### src/rtl/hazard_ctrl.sv
`default_nettype none
// ============================================================================
// Module   : hazard_ctrl
// Purpose  : Load-use / redirect / memory-wait sequencing for the IF/ID stage
//            of the 5-stage RV32 pipeline. Optional counters: HAZ_PERF_CNT_EN.
// Revision : 1.0 - initial release
// ============================================================================
module hazard_ctrl #(
    parameter int REG_AW = 5
`ifdef HAZ_PERF_CNT_EN
    ,
    parameter int CNT_W  = 32
`endif
) (
    input  logic              clk,
    input  logic              rst,
    input  logic [REG_AW-1:0] id_rs1,
    input  logic [REG_AW-1:0] id_rs2,
    input  logic              id_rs1_used,
    input  logic              id_rs2_used,
    input  logic [REG_AW-1:0] ex_rd,
    input  logic              ex_mem_read,
    input  logic              ex_redirect,
    input  logic              imem_wait,
    input  logic              dmem_wait,
    output logic              pc_en,
    output logic [1:0]        instr_sel,
    output logic              load_use,
    output logic              id_ex_flush,
    output logic              pipe_hold,
    output logic [1:0]        ctrl_state
`ifdef HAZ_PERF_CNT_EN
    ,
    output logic [CNT_W-1:0]  stall_cnt,
    output logic [CNT_W-1:0]  flush_cnt,
    output logic [CNT_W-1:0]  replay_cnt
`endif
);

    typedef enum logic [1:0] {
        RUN    = 2'b00,
        REPLAY = 2'b01,
        HOLD   = 2'b10
    } state_t;

    state_t state_q, state_d, w_eff_state;
    logic   pend_replay_q, pend_replay_d;
    logic   w_lu_hit;
    logic   w_mwait;

    assign w_lu_hit = ex_mem_read && (ex_rd != '0) &&
                      ((id_rs1_used && (id_rs1 == ex_rd)) ||
                       (id_rs2_used && (id_rs2 == ex_rd)));
    assign w_mwait  = imem_wait | dmem_wait;

    // A HOLD release cycle behaves like the state it resumes into.
    always_comb begin
        w_eff_state = state_q;
        if ((state_q == HOLD) && !w_mwait) begin
            w_eff_state = pend_replay_q ? REPLAY : RUN;
        end
    end

    always_comb begin
        state_d       = state_q;
        pend_replay_d = pend_replay_q;
        pc_en         = 1'b1;
        instr_sel     = 2'b00;
        load_use      = 1'b0;
        id_ex_flush   = 1'b0;
        pipe_hold     = 1'b0;
        if (!rst) begin
            case (w_eff_state)
                RUN: begin
                    state_d = RUN;
                    if (w_mwait) begin
                        pipe_hold = 1'b1;
                        pc_en     = 1'b0;
                        state_d   = HOLD;
                    end else if (ex_redirect) begin
                        instr_sel   = 2'b10;
                        id_ex_flush = 1'b1;
                    end else if (w_lu_hit) begin
                        load_use    = 1'b1;
                        pc_en       = 1'b0;
                        id_ex_flush = 1'b1;
                        state_d     = REPLAY;
                    end
                end
                REPLAY: begin
                    if (w_mwait) begin
                        pipe_hold     = 1'b1;
                        pc_en         = 1'b0;
                        pend_replay_d = 1'b1;
                        state_d       = HOLD;
                    end else if (ex_redirect) begin
                        instr_sel     = 2'b10;
                        id_ex_flush   = 1'b1;
                        pend_replay_d = 1'b0;
                        state_d       = RUN;
                    end else begin
                        instr_sel     = 2'b01;
                        pend_replay_d = 1'b0;
                        state_d       = RUN;
                    end
                end
                HOLD: begin
                    pipe_hold = 1'b1;
                    pc_en     = 1'b0;
                end
                default: begin
                    state_d = RUN;
                end
            endcase
        end
    end

    always_ff @(posedge clk or posedge rst) begin
        if (rst) begin
            state_q       <= RUN;
            pend_replay_q <= 1'b0;
        end else begin
            state_q       <= state_d;
            pend_replay_q <= pend_replay_d;
        end
    end

    assign ctrl_state = state_q;

`ifdef HAZ_PERF_CNT_EN
    logic [CNT_W-1:0] stall_cnt_q,  stall_cnt_d;
    logic [CNT_W-1:0] flush_cnt_q,  flush_cnt_d;
    logic [CNT_W-1:0] replay_cnt_q, replay_cnt_d;

    // Counters stick at all-ones rather than wrapping.
    always_comb begin
        stall_cnt_d  = stall_cnt_q;
        flush_cnt_d  = flush_cnt_q;
        replay_cnt_d = replay_cnt_q;
        if ((pipe_hold || load_use) && (stall_cnt_q != '1)) begin
            stall_cnt_d = stall_cnt_q + CNT_W'(1);
        end
        if ((instr_sel == 2'b10) && (flush_cnt_q != '1)) begin
            flush_cnt_d = flush_cnt_q + CNT_W'(1);
        end
        if ((instr_sel == 2'b01) && (replay_cnt_q != '1)) begin
            replay_cnt_d = replay_cnt_q + CNT_W'(1);
        end
    end

    always_ff @(posedge clk or posedge rst) begin
        if (rst) begin
            stall_cnt_q  <= '0;
            flush_cnt_q  <= '0;
            replay_cnt_q <= '0;
        end else begin
            stall_cnt_q  <= stall_cnt_d;
            flush_cnt_q  <= flush_cnt_d;
            replay_cnt_q <= replay_cnt_d;
        end
    end

    assign stall_cnt  = stall_cnt_q;
    assign flush_cnt  = flush_cnt_q;
    assign replay_cnt = replay_cnt_q;
`endif

endmodule
`default_nettype wire

### config.mk
export PLATFORM = sky130hd
export DESIGN_NAME = hazard_ctrl
export DESIGN_NICKNAME = d
export VERILOG_FILES = /design/src/rtl/hazard_ctrl.sv
export SDC_FILE = /design/constraint.sdc
export NUM_CORES = 1
export LEC_CHECK = 0
export BUFFER_PORTS_ARGS = -buffer_cell sky130_fd_sc_hd__clkbuf_2
export CAP_MARGIN = 20
export CORE_AREA = 2 2 39 41
export CTS_CLUSTER_DIAMETER = 150
export DETAILED_ROUTE_END_ITERATION = 7
export DIE_AREA = 0 0 41 43
export PLACE_DENSITY_LB_ADDON = 0.2
export SLEW_MARGIN = 25
export SYNTH_ARGS = -nofsm -noshare
export SYNTH_HDL_FRONTEND = slang
export SYNTH_SLANG_ARGS = --single-unit
### constraint.sdc
create_clock -name clk -period 1.82 [get_ports clk]
set_input_delay 0.273 -clock clk [delete_from_list [all_inputs] [get_ports clk]]
set_output_delay 0.273 -clock clk [all_outputs]
set_load 0.005 [all_outputs]
# Yosys cells after proc, flatten, opt, wreduce, memory -nomap -nowiden
# Cells that the tools add are included.
word_totals:
  input_bits: 23
  word_cells: 55
  regBits: 3
classes:
  mux: 33
  reduce_logical: 12
  n_bitwise: 3
  eq_ne: 5
ops:
  columns: ["cell", "n"]
  rows:
  - ["1-bit 2-to-1 mux", 20]
  - ["2-bit 2-to-1 mux", 8]
  - ["5-bit equality test", 2]
  - ["2-bit one-hot mux with 3 select lines", 1]
  - ["1-bit logical AND", 5]
  - ["5-bit nonzero test", 1]
  - ["2-bit equality test, second input constant", 2]
  - ["1-bit one-hot mux with 2 select lines", 2]
  - ["2-bit one-hot mux with 2 select lines", 1]
  - ["2-bit AND reduction", 2]
  - ["1-bit one-hot mux with 3 select lines", 1]
  - ["2-bit by 1-bit equality test with 1-bit output, second input constant", 1]
  - ["2-bit logical NOT", 1]
  - ["1-bit NOT", 2]
  - ["2-bit OR reduction", 1]
  - ["1-bit logical NOT", 1]
  - ["1-bit logical OR", 1]
  - ["1-bit bitwise OR", 1]

# Logic depth before layout (Yosys ltp)
# Gate-level depths: netlist (run 1).
logic_depth:
  depth_word: 9
  mapped_depth: 4
  ltp_nobuf: 4

# Worst setup path before layout (run 1)
# OpenSTA, ideal clock, no wires.
synth_path:
  path_type: "register -> output"
  startpoint: "reg state_q[1], in the netlist ctrl_state[1]"
  endpoint: "out load_use"
  arrival_ns: 1.249
  path_slack_ns: 0.298
  required_ns: 1.547
  stages_incl_launch_ff: 5
  cell_sequence: "dfrtp_1 nand2_1 nor3_1 nor4b_1 and3_2"
synth_via:
  elab_chain_len: 6
synth_rtl:
  columns: ["item", "line_no", "text"]
  rows:
  - ["from (decl)", "46", "state_t state_q, state_d, w_eff_state;"]
  - ["from (signal assigned)", "123", "state_q <= state_d;"]
  - ["2-bit equality test", "59", "if ((state_q == HOLD) && !w_mwait) begin"]
  - ["1-bit logical AND", "59", null]
  - ["2-bit 2-to-1 mux (*)", "59", null]
  - ["2-bit logical NOT (*)", "73", "case (w_eff_state)"]
  - ["1-bit 2-to-1 mux (*)", "73", null]
  - ["1-bit 2-to-1 mux (*)", "72", "if (!rst) begin"]
  - ["to (decl)", "28", "output logic load_use,"]
# Mark *: on every way between the ends. The rest lies on a longest branch, timed or not.

# Worst setup path in the final report (run 1)
layout_path:
  startpoint: "in ex_rd[1]"
  endpoint: "out id_ex_flush"
layout_via:
  elab_chain_len: 9
  word_cells_on_any_way: 13
  classes_between: "2 x eq/ne; 5 x mux; 6 x reduce/logical"
layout_rtl:
  columns: ["item", "line_no", "text"]
  rows:
  - ["from (decl)", "21", "input logic [REG_AW-1:0] ex_rd,"]
  - ["5-bit equality test (on tied branches)", "52, 53", null]
  - ["1-bit logical AND (on tied branches)", "52, 53", null]
  - ["1-bit logical OR", "52", "((id_rs1_used && (id_rs1 == ex_rd)) ||"]
  - ["1-bit logical AND (*)", "51", "assign w_lu_hit = ex_mem_read && (ex_rd != '0) &&"]
  - ["1-bit 2-to-1 mux (*)", "83", "end else if (w_lu_hit) begin"]
  - ["1-bit 2-to-1 mux (*)", "80", "end else if (ex_redirect) begin"]
  - ["1-bit 2-to-1 mux (*)", "76", "if (w_mwait) begin"]
  - ["1-bit one-hot mux with 2 select lines (*)", "73", null]
  - ["1-bit 2-to-1 mux (*)", "72", null]
  - ["to (decl)", "29", "output logic id_ex_flush,"]
# Marks and branches as above.

==> results of run 1 <==
[cell usage in the layout (no fill, tap or decap)]
| cell | Yosys | final |
|---|---|---|
| clkbuf_2 | 0 | 30 |
| inv_1 | 1 | 1 |
| a21o_1 | 1 | 1 |
| dlygate4sd3_1 | 0 | 1 |
| a32o_1 | 1 | 1 |
| nand2_1 | 4 | 4 |
| or4_1 | 1 | 1 |
| and3_1 | 1 | 1 |
| o31ai_1 | 1 | 1 |
| nor4b_2 | 0 | 1 |
| a31oi_1 | 1 | 1 |
| a31o_2 | 1 | 1 |
| dfrtp_1 | 3 | 3 |
| nor2_1 | 3 | 2 |
| o22ai_1 | 1 | 1 |
| nand4_1 | 2 | 2 |
| and2_1 | 1 | 1 |
| buf_4 | 0 | 3 |
| mux2i_1 | 1 | 1 |
| nor2_2 | 0 | 1 |
| a22o_1 | 1 | 1 |
| clkbuf_4 | 0 | 3 |
| xnor2_1 | 10 | 10 |
| nor3_1 | 2 | 2 |
| clkbuf_1 | 0 | 1 |
| and3_2 | 1 | 1 |
| o21ai_0 | 2 | 2 |
| nor4_1 | 1 | 1 |
[power breakdown]
group	switching, uW	leakage (uW)	internal [uW]
Combinational	39.0	0.000230	49.3
Sequential	1.13	0.0000394	69.5
Clock	33.2	0.0000150	82.1
Total	73.3	0.000285	201
[routing by layer]
metal,wire length (um),vias up
li1,-,229
met1,349,181
met2,465,26
met3,110,0
met4,0,0
met5,0,-
[cell type report]
cell class | count | area [um^2]
Sequential cell | 3 | 75.1
Multi-Input combinational cell | 37 | 263
Timing Repair Buffer | 34 | 183
Fill cell | 155 | 813
Clock buffer | 4 | 26.3
Inverter | 1 | 3.75
Tap cell | 16 | 20.0
[cells by family (layout without fill, tap and decap cells)]
family / Yosys count / after routing
AND/OR/NAND/NOR: 17 / 17
flip-flops: 3 / 3
AO/OA/AOI/OAI: 9 / 9
multiplexers: 1 / 1
buffers and inverters: 2 / 39
XOR/XNOR: 10 / 10
[state kept, by name, summed over array words and instances, names as in the netlist]
signal	cells
pend_replay_q	1
ctrl_state	2
[timing repair]
action	in CTS	in global routing
hold buffers	1	0
setup endpoints to repair	3	1
endpoints found under the hold margin	3	0
resized for setup	1	1
gates cloned	0	0
[through the flow]
step	setup WS (ps)	instances	instance area, um^2	hold WS [ps]	total power (uW)
final	79.2	95	571	380	274
after global routing	0.489	95	571	410	291
after CTS	55.0	95	568	369	281
after detailed placement	72.3	90	526	213	158
after global placement	106	90	526	224	158
after floorplan	298	42	344	145	114
[path summary, 6_finish.rpt]
| path | startpoint | to | slack [ps] | cells after the start |
|---|---|---|---|---|
| min reg2reg | pend_replay_q$_DFFE_PP0P_ | pend_replay_q$_DFFE_PP0P_ | 490 | 1 |
| max reg2reg | ctrl_state[1]$_DFFE_PP0P_ | ctrl_state[0]$_DFFE_PP0P_ | 650 | 4 |
| min in group asynchronous | rst | ctrl_state[0]$_DFFE_PP0P_ | 560 | 3 |
| min | rst | ctrl_state[1]$_DFFE_PP0P_ | 380 | 2 |
| max in group asynchronous | rst | pend_replay_q$_DFFE_PP0P_ | 1130 | 3 |
| max | ex_rd[1] | id_ex_flush | 80 | 6 |
==> reports/metrics.yaml, run 1 <==
floorplan:
  die_w_um: 41
  core_area_um2: 1380
  io_pins: 31
  dieArea_um2: 1760
  rows: 14
  start_util_pct: 24.9
  die_h_um: 43
synth:
  synth_area_leaders: "xnor2_1, dfrtp_1, nand2_1"
  synth_top_area_share_pct: 25.5
  synth_compound_area_share_pct: 18.9
  synth_adder_area_share_pct: 0
  synth_edf_count: 0
  synth.largest_area_cell: "xnor2_1"
  synthXorXnorAreaFrac_pct: 25.5
  ys_top_cells_by_count: "xnor2_1, nand2_1, dfrtp_1, nor2_1"
  synth_most_common_cell: "xnor2_1"
  ys_ff_latch: 3
  synth_top_family_by_area: "simple AND/OR/NAND/NOR gates"
  synth-seq-area-share_pct: 21.8
  synth_mux_area_share_pct: 2.91
  syn_inst: 42
  synthesis.area_um2: 344
  synth_nets: 65
  synth-main-ff-cell: "dfrtp_1"
  synth.distinct_cells: 23
  ys_warn_count: 0
  avgSynthCellArea_um2: 8.19
  async_flop_share_pct: 100
  synth_simple_gate_area_share_pct: 26.5
clock_network:
  tritoncts: "yes"
  clk_pin_slew_ps: 30
  cts_setup_buffers: 0
  cts_max_level: 1
  root_buffer: "clkbuf_4"
  cts_inserted_buffers: 3
  clockBufferDepth: 2
  clkSinkCount: 3
  insertion_delay_ps: 230
place:
  io_buffer_count: 30
  gp_congestion: 0.638
  dpl.hpwl_um: 785
global_routing:
  grt_pass1_wl_mm: 1.44
  grt_antenna_before_repair: 0
  grt_busiest_layer: "met2"
  use_met1_pct: 13.2
  grtUsageTotal_pct: 12.5
  overflow: 0
  grt_max_degree: 9
  grt_pass1_vias: 385
  gr-usage-met2_pct: 19.4
  met3_usage_pct: 3.14
critical_path:
  arrival_ps: 1470
  crit_chain: "clkbuf_2 -> or4_1 -> nor2_2 -> nor4b_2 -> a31o_2 -> clkbuf_2"
  critPathMaxStageDelay_ps: 540
  cp-end-kind: "primary output"
  cp.buffers_inverters: 2
  critical-path-top-delay-family: "simple AND/OR/NAND/NOR gates"
  criticalPathCategory: "input port to primary output"
  crit_slowest_cell: "or4_1"
  cp.required_ps: 1550
  worst_path_most_repeated_cell: "clkbuf_2"
  critPathLaunchType: "input port"
  critPathMaxFanout: 4
run_status:
  status: "completed"
timing:
  min_period_ps: 1740
  finalMaxSlewViolations: 0
  skew_ps: 3.61
  timing.fmax_mhz: 574
  max_slew.worst_pin.slew_ps: 486
  hold_viol: 0
  fin_setup_tns_ps: 0
  setup_viol: 0
  period_share_pct: 95.7
  rsz0062_at_grt: "false"
  slew_headroom_pct: 67.3
routing:
  vias_per_cell: 4.59
  first_pass_iters: 2
  ant_nets: 0
  wl_per_cell_um: 9.74
  drt_iter0_drc: 6
  vias: 436
  totalWireLength_um: 925
  post-route-drc-count: 0
power_and_ir_drop:
  power.leakage_uw: 0.000285
  powerDensity_nw_per_um2: 480
  vdd_drop_max_uv: 212
cells_and_area:
  syn_to_final_growth_pct: 65.8
  layout.nets: 103
  drive_gt1_share_pct: 50.6
  utilization_pct: 41.2
  n_antenna_cell: 0
min_path:
  worstHoldPathType: "input port to flop"
job:
  maxCapViolations: 0
Power figures use the tool's default switching activity.
==> inputs of run 2 (changes only) <==
--- a/config.mk
+++ b/config.mk
@@ -7,10 +7,11 @@
 export LEC_CHECK = 0
 export BUFFER_PORTS_ARGS = -buffer_cell sky130_fd_sc_hd__clkbuf_2
 export CAP_MARGIN = 20
-export CORE_AREA = 2 2 39 41
+export CORE_AREA = 2 2 40 42
 export CTS_CLUSTER_DIAMETER = 150
 export DETAILED_ROUTE_END_ITERATION = 7
-export DIE_AREA = 0 0 41 43
+export DIE_AREA = 0 0 42 44
+export MAX_ROUTING_LAYER = met4
 export PLACE_DENSITY_LB_ADDON = 0.2
 export SLEW_MARGIN = 25
 export SYNTH_ARGS = -nofsm -noshare
==> run 2 against run 1 <==
  * Wire length shrank 2.2%
  * Core utilization shrank 1.4 points
  * Non-clock buffer count shrank 1
  * Critical path depth shrank 1
  * Setup slack gained 45 ps
  * Via count shrank 0.46%
  * Flip-flop and latch count is the same
  * Critical path type is now flop to primary output
  * Highest routed layer unchanged
  * Die area grew 4.8%
  * Maximum frequency grew 2.6%
  * Sequential power grew 0.6%
  * Combinational power shrank 1%
==> reports/metrics.yaml, run 2 (synthesized netlist as in run 1, its figures left out) <==
cells_and_area:
  final_common_cell: "clkbuf_2"
  n_antenna_cell: 0
  drive_gt1_share_pct: 51.3
  mostFrequentLayoutCells: "clkbuf_2, xnor2_1, nand2_1, clkbuf_4, dfrtp_1"
  syn_to_final_growth_pct: 64.4
  fin_area_um2: 566
  layout.nets: 102
  largest_reg_flops: 2
timing:
  max_slew.worst_pin.slew_ps: 458
  skew_ps: 2.04
  rsz0062_at_grt: "false"
  hold_ws_ps: 382
  slew_headroom_pct: 69.2
  fin_setup_tns_ps: 0
  finalMaxSlewViolations: 0
  fin_ws_ps: 124
  timing.fmax_mhz: 590
  hold_viol: 0
  setup_viol: 0
  period_share_pct: 93.2
  min_period_ps: 1700
power_and_ir_drop:
  p_sw_uw: 70.0
  internal_power_uw: 200
  comb_power_share_pct: 32.2
  powerDensity_nw_per_um2: 477
  clockPowerShare_pct: 41.5
  sw_frac_of_total_pct: 26.0
  seq_power_share_pct: 26.3
  power.leakage_uw: 0.000280
  vdd_drop_max_uv: 151
clock_network:
  clk_pin_slew_ps: 30
  clkSinkCount: 3
  tritoncts: "yes"
  clockBufferDepth: 2
  cts_inserted_buffers: 3
  cts_max_level: 1
  insertion_delay_ps: 230
  root_buffer: "clkbuf_4"
  cts_setup_buffers: 0
critical_path:
  r2r-start: "ctrl_state[1]$_DFFE_PP0P_"
  criticalPathCategory: "flop to primary output"
  r2r_setup_slack_ps: 680
  arrival_ps: 1420
  crit_slowest_cell: "dfrtp_1"
  crit_chain: "nand2_2 -> nor3_1 -> nor4b_2 -> and3_2 -> clkbuf_2"
  cp-end-kind: "primary output"
  rr_worst_depth: 4
  critPathMaxStageDelay_ps: 370
  critPathLaunchType: "flop"
  cp.required_ps: 1550
  critPathMaxFanout: 4
  critPathLaunch: "ctrl_state[1]$_DFFE_PP0P_"
  reg2reg_to: "ctrl_state[0]$_DFFE_PP0P_"
min_path:
  hold_end: "ctrl_state[1]$_DFFE_PP0P_"
  hp-start: "rst"
  worstHoldPathType: "input port to flop"
  worstHoldPathCells: 2
routing:
  ant_nets: 0
  first_pass_iters: 2
  drt_iter0_drc: 3
  post-route-drc-count: 0
  wl_per_cell_um: 9.63
  totalWireLength_um: 905
  vias_per_cell: 4.62
  vias: 434
place:
  dpl.hpwl_um: 822
  io_buffer_count: 30
  gp_congestion: 0.812
  placed_cell_area_um2: 518
  pre_cts_slack_ps: 82.7
global_routing:
  grt_antenna_before_repair: 0
  grt_pass1_wl_mm: 1.55
  grt_pass1_vias: 440
  grt_max_degree: 9
  overflow: 0
  grtUsageTotal_pct: 11.6
floorplan:
  start_util_pct: 24.3
  dieArea_um2: 1850
  die_h_um: 44
  core_area_um2: 1420
  io_pins: 31
  die_w_um: 42
  rows: 14
run_status:
  status: "completed"
job:
  maxCapViolations: 0
-- run 2: power by group through the flow --
stage	combinational (uW)	clock (uW)	sequential [uW]
2_1_floorplan	40.5	0	73.6
3_5_place_dp	85.6	0	71.4
6_report	86.9	112	71.0
4_1_cts	88.1	118	70.5
3_3_place_gp	85.9	0	71.4
5_1_grt	97.1	130	71.4
-- run 2: layer usage --
metal / share of wire, % / global-route usage (%) / up-vias / wire length (um)
li1: - / - / 228 / -
met5: 0 / - / - / 0
met2: 52 / 20.0 / 22 / 474
met3: 9.4 / 2.92 / 0 / 85
met4: 0 / 7.74 / 0 / 0
met1: 38 / 11.6 / 184 / 344
-- run 2: area by class of cell --
type / count / area (um^2)
Clock buffer: 4 / 26.3
Fill cell: 147 / 853
Inverter: 1 / 3.75
Multi-Input combinational cell: 37 / 265
Sequential cell: 3 / 75.1
Tap cell: 16 / 20.0
Timing Repair Buffer: 33 / 175
-- run 2: repair_timing --
item	CTS	global route
endpoints found under the setup margin	3	2
pin swaps	0	1
endpoints found under the hold margin	3	0
hold buffers	1	0
resized for setup	1	2
-- run 2: worst max-delay path: cells and delay by family (launching register included) --
family	cells	cell delay, ps
simple gates	4	720
flops	1	370
buf+inv	1	110
-- run 2: worst max-delay path by stage --
stage                  endpoint
floorplan              load_use
global placement    id_ex_flush
detailed placement  id_ex_flush
CTS                 id_ex_flush
global route           load_use
finish                 load_use
-- run 2: per-stage QoR --
stage | cells | total power, uW | util (%)
floorplan | 42 | 114 | -
global placement | 89 | 157 | 36.5
detailed placement | 89 | 157 | 36.5
CTS | 94 | 277 | 39.5
global route | 94 | 298 | 39.9
finish | 94 | 270 | 39.9
==> inputs of run 3 (changes only) <==
--- a/config.mk
+++ b/config.mk
@@ -7,10 +7,12 @@
 export LEC_CHECK = 0
 export BUFFER_PORTS_ARGS = -buffer_cell sky130_fd_sc_hd__clkbuf_2
 export CAP_MARGIN = 20
-export CORE_AREA = 2 2 40 42
+export CELL_PAD_IN_SITES_DETAIL_PLACEMENT = 1
+export CELL_PAD_IN_SITES_GLOBAL_PLACEMENT = 2
+export CORE_AREA = 2 2 54 51
 export CTS_CLUSTER_DIAMETER = 150
 export DETAILED_ROUTE_END_ITERATION = 7
-export DIE_AREA = 0 0 42 44
+export DIE_AREA = 0 0 56 53
 export MAX_ROUTING_LAYER = met4
 export PLACE_DENSITY_LB_ADDON = 0.2
 export SLEW_MARGIN = 25
==> constraint.sdc (replaced) <==
create_clock -name clk -period 1.4 [get_ports clk]
set_input_delay 0.21 -clock clk [delete_from_list [all_inputs] [get_ports clk]]
set_output_delay 0.21 -clock clk [all_outputs]
set_load 0.005 [all_outputs]
==> run 3 against run 2 <==
  * The run now ends with setup timing left
  * Die area grew 61%
  * Core utilization shrank 11 points
  * Global-route usage shrank 2.1 points
  * Clock skew shrank 1.6 ps
  * Wire length grew 54%
  * Sequential power grew 30%
  * Via count grew 13%
  * Design area grew 23%
  * Cell count grew 24%
  * Sequential share of layout area shrank 2.5 points
  * Critical path type is now input port to primary output
  * Critical endpoint is now id_ex_flush
  * Largest cell class unchanged
  * Highest routed layer unchanged
==> reports/metrics.yaml, run 3 (synthesized netlist as in run 1, its figures left out) <==
run_status:
  status: "finished with violations"
  violations: "setup timing"
clock_network:
  clk_pin_slew_ps: 30
  clockBufferDepth: 2
  root_buffer: "clkbuf_4"
  cts_max_level: 1
  cts_inserted_buffers: 3
  tritoncts: "yes"
  insertion_delay_ps: 230
  clkSinkCount: 3
cells_and_area:
  layout.nets: 113
  mostFrequentLayoutCells: "clkbuf_2, buf_4, xnor2_1"
  drive_gt1_share_pct: 62.9
  syn_to_final_growth_pct: 103
  fin_cells: 117
  final_common_cell: "clkbuf_2"
  multi_input_area_um2: 295
  n_fill_cell: 299
  utilization_pct: 29.3
  largest_reg_flops: 2
  regArea_um2: 75.1
  n_antenna_cell: 0
floorplan:
  start_util_pct: 14.4
  dieArea_um2: 2970
  die_h_um: 53
  io_pins: 31
  core_area_um2: 2380
  rows: 17
  die_w_um: 56
global_routing:
  grt_pass1_wl_mm: 2.18
  grt_pass1_vias: 521
  grtUsageTotal_pct: 9.47
  grt_max_degree: 7
  grt_antenna_before_repair: 0
  overflow: 0
place:
  place_inst: 110
  gp_congestion: 0.701
  dpl.hpwl_mm: 1.17
  io_buffer_count: 30
routing:
  wl_per_cell_um: 11.9
  vias: 491
  ant_nets: 0
  totalWireLength_mm: 1.40
  post-route-drc-count: 0
  first_pass_iters: 2
  drt_iter0_drc: 1
  vias_per_cell: 4.20
timing:
  fin_ws_ps: -194
  finalMaxSlewViolations: 0
  hold_ws_ps: 28.6
  skew_ps: 0.425
  slew_headroom_pct: 81.2
  setup_viol: 5
  min_period_ps: 1590
  rsz0062_at_grt: "true"
  period_share_pct: 114
  hold_viol: 0
  max_slew.worst_pin.slew_ps: 281
  timing.fmax_mhz: 627
critical_path:
  cp.required_ps: 1190
  cp-end-kind: "primary output"
  critPathLaunchType: "input port"
  critPathMaxFanout: 4
  arrival_ps: 1380
  criticalPathCategory: "input port to primary output"
power_and_ir_drop:
  powerDensity_nw_per_um2: 542
  vdd_drop_max_uv: 368
  power.leakage_uw: 0.000344
job:
  maxCapViolations: 0
min_path:
  worstHoldPathType: "input port to async pin"
==> run 3: cell count changes in the layout (fill, tap and decap cells not counted), sizes merged <==
cell         change
buf             +13
clkbuf           -1
dlygate4sd3      -1
==> run 3: timing repair <==
item	4_1_cts	5_1_grt
resized for setup	2	9
pin swaps	4	4
buffers inserted	1	2
endpoints found under the setup margin	4	6
hold buffers	0	0
cloned	0	0
==> run 3: final timing paths <==
kind | startpoint | endpoint | slack, ps | depth (start not counted)
worst max-delay path | ex_rd[1] | id_ex_flush | -190 | 6
worst min-delay path | rst | pend_replay_q$_DFFE_PP0P_ | 30 | 3
worst max register to register | ctrl_state[1]$_DFFE_PP0P_ | ctrl_state[1]$_DFFE_PP0P_ | 270 | 6
worst min register to register | pend_replay_q$_DFFE_PP0P_ | pend_replay_q$_DFFE_PP0P_ | 530 | 1
max in group asynchronous | rst | ctrl_state[0]$_DFFE_PP0P_ | 1240 | 3
min in group clk | rst | ctrl_state[1]$_DFFE_PP0P_ | 390 | 3
==> run 3: layer usage <==
| layer | GRT usage, % | wire length, um | part of all wire [%] | vias up |
|---|---|---|---|---|
| met4 | 1.19 | 0 | 0 | 0 |
| met2 | 15.9 | 690 | 49 | 10 |
| met3 | 1.47 | 40 | 2.9 | 0 |
| li1 | - | - | - | 249 |
| met1 | 12.5 | 664 | 48 | 232 |
| met5 | - | 0 | 0 | - |
==> run 3: critical path, stage by stage <==
cell	delay [ps]
clkbuf_2	90
or4_4	540
nor2_4	140
nor4b_4	60
a31o_2	240
clkbuf_2	100
==> run 3: final cells by class <==
type | instances | share of cell area [%]
tap | 28 | 5.02
multi-input combinational | 37 | 42.3
clock buffer | 4 | 3.76
sequential | 3 | 10.8
timing repair buffer | 44 | 37.6
inverter | 1 | 0.538
==> run 3: per-stage QoR <==
stage          setup WS [ps]  power, uW  TNS (ps)  instance area, um^2
2_1_floorplan           33.1        149         0                  350
3_3_place_gp            -211        224      -615                  607
3_5_place_dp            -205        225      -589                  607
4_1_cts                 -258        378      -846                  648
5_1_grt                 -239        414     -1040                  698
6_report                -194        378      -702                  698
==> run 3: power breakdown <==
group | total [uW] | leakage [uW] | switching (uW) | internal [uW]
Sequential | 92.5 | 0.0000394 | 2.14 | 90.4
Combinational | 141 | 0.000290 | 61.6 | 79.4
Clock | 145 | 0.0000150 | 38.5 | 106
